`config.mk`:
```
export PLATFORM = sky130hd
export DESIGN_NAME = vz_loader_ctrl
export DESIGN_NICKNAME = d
export VERILOG_FILES = /design/src/rtl/vz_loader_pkg.sv /design/src/rtl/vz_byte_fifo.sv /design/src/rtl/vz_loader_ctrl.sv
export SDC_FILE = /design/constraint.sdc
export NUM_CORES = 1
export LEC_CHECK = 0
export BUFFER_PORTS_ARGS = -buffer_cell sky130_fd_sc_hd__buf_2
export CAP_MARGIN = 25
export CORE_MARGIN = 2
export CORE_UTILIZATION = 25
export CTS_CLUSTER_DIAMETER = 40
export DETAILED_ROUTE_END_ITERATION = 12
export GPL_ROUTABILITY_DRIVEN = 0
export SLEW_MARGIN = 20
export SYNTH_ARGS = -nofsm -noshare
export SYNTH_HDL_FRONTEND = slang
export SYNTH_SLANG_ARGS = --single-unit
```
`constraint.sdc`:
```
create_clock -name clk_sys -period 3.15 [get_ports clk_sys]
set_input_delay 0.315 -clock clk_sys [delete_from_list [all_inputs] [get_ports clk_sys]]
set_output_delay 0.315 -clock clk_sys [all_outputs]
set_load 0.005 [all_outputs]
```
`src/rtl/vz_loader_pkg.sv`:
```
// Shared types and constants for the VZ image loader: FSM states,
// VZ header layout, file type codes and the write-port request struct.
package vz_loader_pkg;

  typedef enum logic [2:0] {
    ST_IDLE,
    ST_HEADER,
    ST_DRAIN,
    ST_PATCH_LO,
    ST_PATCH_HI,
    ST_RELEASE,
    ST_ERROR
  } vz_state_e;

  // VZ header: 24 bytes, type at 21, little-endian load address at 22/23
  localparam logic [15:0] HDR_LEN     = 16'd24;
  localparam logic [15:0] HDR_TYPE    = 16'd21;
  localparam logic [15:0] HDR_ADDR_LO = 16'd22;
  localparam logic [15:0] HDR_ADDR_HI = 16'd23;

  localparam logic [7:0]  VZ_TYPE_BASIC = 8'hF0;
  localparam logic [7:0]  VZ_TYPE_BIN   = 8'hF1;

  // BASIC end-of-program pointer (low byte here, high byte at +1)
  localparam logic [15:0] BASIC_END_PTR = 16'h78F9;

  typedef struct packed {
    logic [15:0] addr;
    logic [7:0]  data;
  } wr_req_t;

endpackage

```
`src/rtl/vz_byte_fifo.sv`:
```
// Small synchronous byte FIFO buffering payload between the download
// stream and the granted CPU bus. FIFO_DEPTH must be a power of two >= 2.
module vz_byte_fifo #(
  parameter  int FIFO_DEPTH = 4,
  localparam int AW         = $clog2(FIFO_DEPTH),
  localparam int CW         = AW + 1
) (
  input  logic          clk_sys,
  input  logic          reset,
  input  logic          flush,
  input  logic          push,
  input  logic [7:0]    din,
  input  logic          pop,
  output logic [7:0]    dout,
  output logic          full,
  output logic          empty,
  output logic [CW-1:0] count
);

  logic [7:0]    mem [FIFO_DEPTH];
  logic [AW-1:0] rd_q, wr_q;
  logic [CW-1:0] cnt_q;
  logic          do_push, do_pop;

  assign full    = (cnt_q == CW'(FIFO_DEPTH));
  assign empty   = (cnt_q == '0);
  assign count   = cnt_q;
  assign dout    = mem[rd_q];
  assign do_push = push && !full;
  assign do_pop  = pop && !empty;

  // storage carries no reset so it can map onto a plain register file
  always_ff @(posedge clk_sys) begin
    if (do_push) mem[wr_q] <= din;
  end

  always_ff @(posedge clk_sys) begin
    if (reset || flush) begin
      rd_q  <= '0;
      wr_q  <= '0;
      cnt_q <= '0;
    end else begin
      if (do_push) wr_q <= wr_q + AW'(1);
      if (do_pop)  rd_q <= rd_q + AW'(1);
      cnt_q <= cnt_q + CW'(do_push) - CW'(do_pop);
    end
  end

endmodule

```
`src/rtl/vz_loader_ctrl.sv`:
```
// VZ image loader: parses the header from the hps_io download stream, holds
// the CPU bus and writes the payload at the header load address.
// Optional VZ_BASIC_PTR_EN: after a BASIC (F0) load, patch the end pointer.
module vz_loader_ctrl
  import vz_loader_pkg::*;
#(
  parameter int         FIFO_DEPTH = 4,
  parameter logic [7:0] VZ_INDEX   = 8'd1
) (
  input  logic        clk_sys,
  input  logic        reset,
  input  logic        dn_download,
  input  logic        dn_wr,
  input  logic [15:0] dn_addr,
  input  logic [7:0]  dn_data,
  input  logic [7:0]  dn_index,
  output logic        dn_wait,
  output logic        hold_req,
  input  logic        hold_ack,
  output logic [15:0] mem_addr,
  output logic [7:0]  mem_wdata,
  output logic        mem_we,
  output logic        busy,
  output logic        err,
  output logic [7:0]  vz_type
);

  localparam int CW = $clog2(FIFO_DEPTH) + 1;

  vz_state_e     state_q, state_d;
  logic          load, load_q, load_rise, grant;
  logic          hdr_done_q, hold_q, busy_q, err_q, dn_wait_q;
  logic          we_q, we_d;
  wr_req_t       wr_q, wr_d;
  logic [7:0]    type_q, start_lo_q;
  logic [15:0]   wptr_q;
  logic          flush, push, pop, full, empty;
  logic          hdr_wr, payload_wr, overrun;
  logic [7:0]    fifo_dout;
  logic [CW-1:0] fifo_count, count_nxt;

  assign load       = dn_download && (dn_index == VZ_INDEX);
  assign load_rise  = load && !load_q;
  assign grant      = hold_q && hold_ack;
  assign flush      = (state_q == ST_IDLE) && load_rise;
  assign hdr_wr     = (state_q == ST_HEADER) && load && dn_wr && !hdr_done_q &&
                      (dn_addr < HDR_LEN);
  assign payload_wr = (state_q == ST_HEADER) && load && dn_wr && hdr_done_q &&
                      (dn_addr >= HDR_LEN);
  assign push       = payload_wr && !full;
  assign overrun    = payload_wr && full;
  assign pop        = ((state_q == ST_HEADER) || (state_q == ST_DRAIN)) && grant && !empty;
  assign count_nxt  = flush ? '0 : fifo_count + CW'(push) - CW'(pop);

  vz_byte_fifo #(.FIFO_DEPTH(FIFO_DEPTH)) u_fifo (
    .clk_sys (clk_sys),
    .reset   (reset),
    .flush   (flush),
    .push    (push),
    .din     (dn_data),
    .pop     (pop),
    .dout    (fifo_dout),
    .full    (full),
    .empty   (empty),
    .count   (fifo_count)
  );

  // Edge detector is deliberately not reset: a download still running across
  // a reset must not be picked up again halfway through the file.
  always_ff @(posedge clk_sys) load_q <= load;

  always_comb begin
    state_d = state_q;
    case (state_q)
      ST_IDLE:   if (load_rise) state_d = ST_HEADER;
      ST_HEADER: if (!load)     state_d = hdr_done_q ? ST_DRAIN : ST_ERROR;
      ST_DRAIN: begin
        if (empty) begin
`ifdef VZ_BASIC_PTR_EN
          state_d = (type_q == VZ_TYPE_BASIC) ? ST_PATCH_LO : ST_RELEASE;
`else
          state_d = ST_RELEASE;
`endif
        end
      end
`ifdef VZ_BASIC_PTR_EN
      ST_PATCH_LO: if (grant) state_d = ST_PATCH_HI;
      ST_PATCH_HI: if (grant) state_d = ST_RELEASE;
`endif
      ST_RELEASE: state_d = ST_IDLE;
      ST_ERROR:   state_d = ST_IDLE;
      default:    state_d = ST_IDLE;
    endcase
  end

  // wptr_q ends up one past the last written byte, i.e. the BASIC end pointer
  always_comb begin
    we_d = 1'b0;
    wr_d = wr_q;
    if (pop) begin
      we_d = 1'b1;
      wr_d = '{addr: wptr_q, data: fifo_dout};
    end
`ifdef VZ_BASIC_PTR_EN
    if (grant && state_q == ST_PATCH_LO) begin
      we_d = 1'b1;
      wr_d = '{addr: BASIC_END_PTR, data: wptr_q[7:0]};
    end
    if (grant && state_q == ST_PATCH_HI) begin
      we_d = 1'b1;
      wr_d = '{addr: BASIC_END_PTR + 16'd1, data: wptr_q[15:8]};
    end
`endif
  end

  always_ff @(posedge clk_sys) begin
    if (reset) begin
      state_q    <= ST_IDLE;
      hdr_done_q <= 1'b0;
      hold_q     <= 1'b0;
      busy_q     <= 1'b0;
      err_q      <= 1'b0;
      dn_wait_q  <= 1'b0;
      we_q       <= 1'b0;
      wr_q       <= '0;
      type_q     <= '0;
      start_lo_q <= '0;
      wptr_q     <= '0;
    end else begin
      state_q   <= state_d;
      busy_q    <= (state_d != ST_IDLE);
      dn_wait_q <= (count_nxt >= CW'(FIFO_DEPTH - 1));
      we_q      <= we_d;
      wr_q      <= wr_d;
      if (flush) begin
        err_q      <= 1'b0;
        hdr_done_q <= 1'b0;
      end
      if (overrun || (state_q == ST_HEADER && state_d == ST_ERROR)) err_q <= 1'b1;
      if (hdr_wr) begin
        if (dn_addr == HDR_TYPE)    type_q     <= dn_data;
        if (dn_addr == HDR_ADDR_LO) start_lo_q <= dn_data;
        if (dn_addr == HDR_ADDR_HI) begin
          wptr_q     <= {dn_data, start_lo_q};
          hdr_done_q <= 1'b1;
          hold_q     <= 1'b1;
        end
      end
      if (pop) wptr_q <= wptr_q + 16'd1;
      if (state_q == ST_RELEASE || state_q == ST_ERROR) hold_q <= 1'b0;
    end
  end

  assign dn_wait   = dn_wait_q;
  assign hold_req  = hold_q;
  assign mem_addr  = wr_q.addr;
  assign mem_wdata = wr_q.data;
  assign mem_we    = we_q;
  assign busy      = busy_q;
  assign err       = err_q;
  assign vz_type   = type_q;

endmodule

```
==> flow_summary.toml <==
[timing]
final_hold_viol_count = 0
min_period_ns = 2.68
maxClockFrequency_mhz = 373
slew_viol_final = 0
maxSlewHeadroom_pct = 50.9
holdWs_ns = 0.258
finClkSkew_ns = 0.00662
finalSetupViolations = 0
rsz0062_at_grt = "false"
finalSetupTns_ns = 0
min_period_over_period_pct = 85.1
max_slew.worst_pin.slew_ns = 0.731

[power_and_ir_drop]
power_density_nw_per_um2 = 482
leakagePower_nw = 1.98
p_comb_share_pct = 2.5
intPower_mw = 2.11
clkPwrFrac_pct = 45.1
p_switching_uw = 544
vdd.ir_drop.worst_mv = 0.326
pwr-share-seq_pct = 52.4
switching_share_pct = 20.5
finalPower_mw = 2.65

[drt]
routed_wl_um = 11000
vias = 3464
route.detailed.drc = 0
dr.first_iter.drc_count = 181
via_per_inst = 4.65
first_pass_iters = 4
wl_per_cell_um = 14.8
ant_nets = 0

[synthesis]
ys.warnings.count = 0
seq_area_frac_synth_pct = 52.6
synth-main-ff-cell = "dfxtp_1"
synth_edf_count = 32
syn_avg_cell_area_um2 = 10.3
synth.most_common_cell = "dfxtp_1"
netlist.top_cell.by_area = "dfxtp_1"
synthTopCellsByCount = "dfxtp_1 (73), nand2_1 (64), a21oi_1 (38), nor2_1 (36), edfxtp_1 (32)"
ys_seq_elements = 105
netlist_area_um2 = 4610
async_reset_ff_share_pct = 0
synth_top_area_share_pct = 31.7
syn_nets = 495
synth.distinct_cells = 54
synthTopCellsByArea = "dfxtp_1 (32%), edfxtp_1 (21%), nand2_1 (5.2%), a21oi_1 (4.1%), mux4_2 (3.9%)"
syn_inst = 447

[floorplan]
initial_core_util_pct = 25.6
dieHeight_um = 140
fp.coreArea_um2 = 18000
die_area_um2 = 19500
rows = 49
die_w_um = 140
io_pins = 74

[layout]
layout.nets = 559
syn_to_final_growth_pct = 19.4
n_antenna_cell = 0
fin_area_um2 = 5500
drive_gt1_share_pct = 23.6

[clock_tree]
post_cts_buffers = 0
cts_tree = "done"
h-tree-depth = 3
clk_latency_ns = 0.35
cts.reportedPaths.clkPinSlew_ns = 0.07
clock_path_buffers = 2
ctsRootBufferMaster = "clkbuf_16"
clock_sinks = 105
postCtsResizedCells = 0
cts_buffers = 9
cts_hold_buf = 0

[critical_path]
required_ns = 3.37
path_class = "reg -> reg"
end_kind = "flop"
worstSetupStartpointType = "flop"
cp_max_fo = 11
arrival_ns = 2.90

[run_status]
outcome = "completed"

[global_routing]
overflow = 0
grt_pass1_vias = 3355
grt_start_max_net_pins = 57
grt_usage_pct = 11.5
antenna_found_initial = 0
grt_pass1_wl_um = 17800

[placed_design]
port_buffers = 73
placed_area_um2 = 5180
post-dp-hpwl_um = 7720

[worst_hold_path]
holdCritPathClass = "in -> reg"

[job]
drv_cap = 0
[worst paths after layout]
kind / startpoint / endpoint / slack [ns] / depth (start not counted)
worst min-delay path: dn_data[4] / u_fifo.mem[0][4] / 0.26 / 1
worst max-delay path: state_q[0] / dn_wait / 0.47 / 9
worst min register to register: mem_addr[15] / mem_addr[15] / 0.45 / 2
worst max register to register: state_q[0] / dn_wait / 0.47 / 9
[critical path: stages (launching register included)]
cell     delay (ns)
dfxtp_1        0.54
xor2_1         0.22
or4b_2         0.66
inv_1          0.10
ha_1           0.22
inv_1          0.05
ha_1           0.14
fa_1           0.41
a21oi_1        0.15
nor2_1         0.06
[flip-flops by register name (all words and copies together) (netlist names)]
signal and flops:
err 1, hold_req 1, hdr_done_q 1, u_fifo.count 3, u_fifo.mem 32, state_q 3, dn_wait 1, busy 1
u_fifo.wr_q 2, start_lo_q 8, load_q 1, mem_wdata 8, mem_addr 16, wptr_q 16, mem_we 1, vz_type 8
u_fifo.rd_q 2
[power by group through the flow]
stage          clock (mW)  sequential (mW)  combinational (mW)
6_report             1.20             1.39              0.0658
3_3_place_gp            0             1.42              0.0663
2_1_floorplan           0             1.42              0.0230
3_5_place_dp            0             1.42              0.0675
4_1_cts              1.23             1.39              0.0674
5_1_grt              1.28             1.39              0.0722
[cell type report]
cell class | count | area (µm²)
repair buffers | 80 | 418
fillers | 1916 | 12500
inverters | 15 | 56.3
clock buffers | 9 | 225
clock inverters | 7 | 93.8
well taps | 229 | 287
multi-input cells | 300 | 2000
flip-flops and latches | 105 | 2420
[stage by stage]
stage / cells / setup WS [ns] / utilization [%]
final: 745 / 0.470 / 30.5
after floorplan: 447 / 0.480 / -
after global placement: 729 / 0.555 / 28.8
after CTS: 745 / 0.491 / 30.5
after detailed placement: 729 / 0.514 / 28.8
after global routing: 745 / 0.299 / 30.5
[routing by layer]
metal  global-route usage, %  up-vias  share of wire (%)
li1                        -     1734                  -
met1                    15.4     1624                 47
met2                    18.6       98                 47
met3                    2.79        8                4.6
met4                    3.16        0                1.2
met5                       0        -                  0
[cells by family (layout without fill, tap and decap cells)]
kind of cell             count (synthesis)  count (layout)  synth area share [%]
flip-flops                             105             105                  52.6
AO/OA/AOI/OAI                           80              80                  10.7
AND/OR/NAND/NOR                        175             175                  20.0
adder cells (fa/ha/maj)                 11              11                  3.31
buffers and inverters                   42             111                  4.07
XOR/XNOR                                 8               8                  1.52
multiplexers                            26              26                  7.84
[layout by cell type, fill, tap and decap left out, types with 5 or more instances in the layout]
cell type / count
and3_1: 6
nor3_1: 14
ha_1: 9
nand3_1: 13
mux2i_1: 17
nor2_1: 36
a31oi_1: 16
dfxtp_1: 73
o21ai_0: 5
mux4_2: 8
nand4_1: 8
a21oi_1: 38
inv_1: 14
clkbuf_16: 9
a221oi_1: 5
buf_4: 7
edfxtp_1: 32
xor2_1: 5
buf_2: 73
nand2_1: 64
o211ai_1: 5
Power figures use the tool's default switching activity.
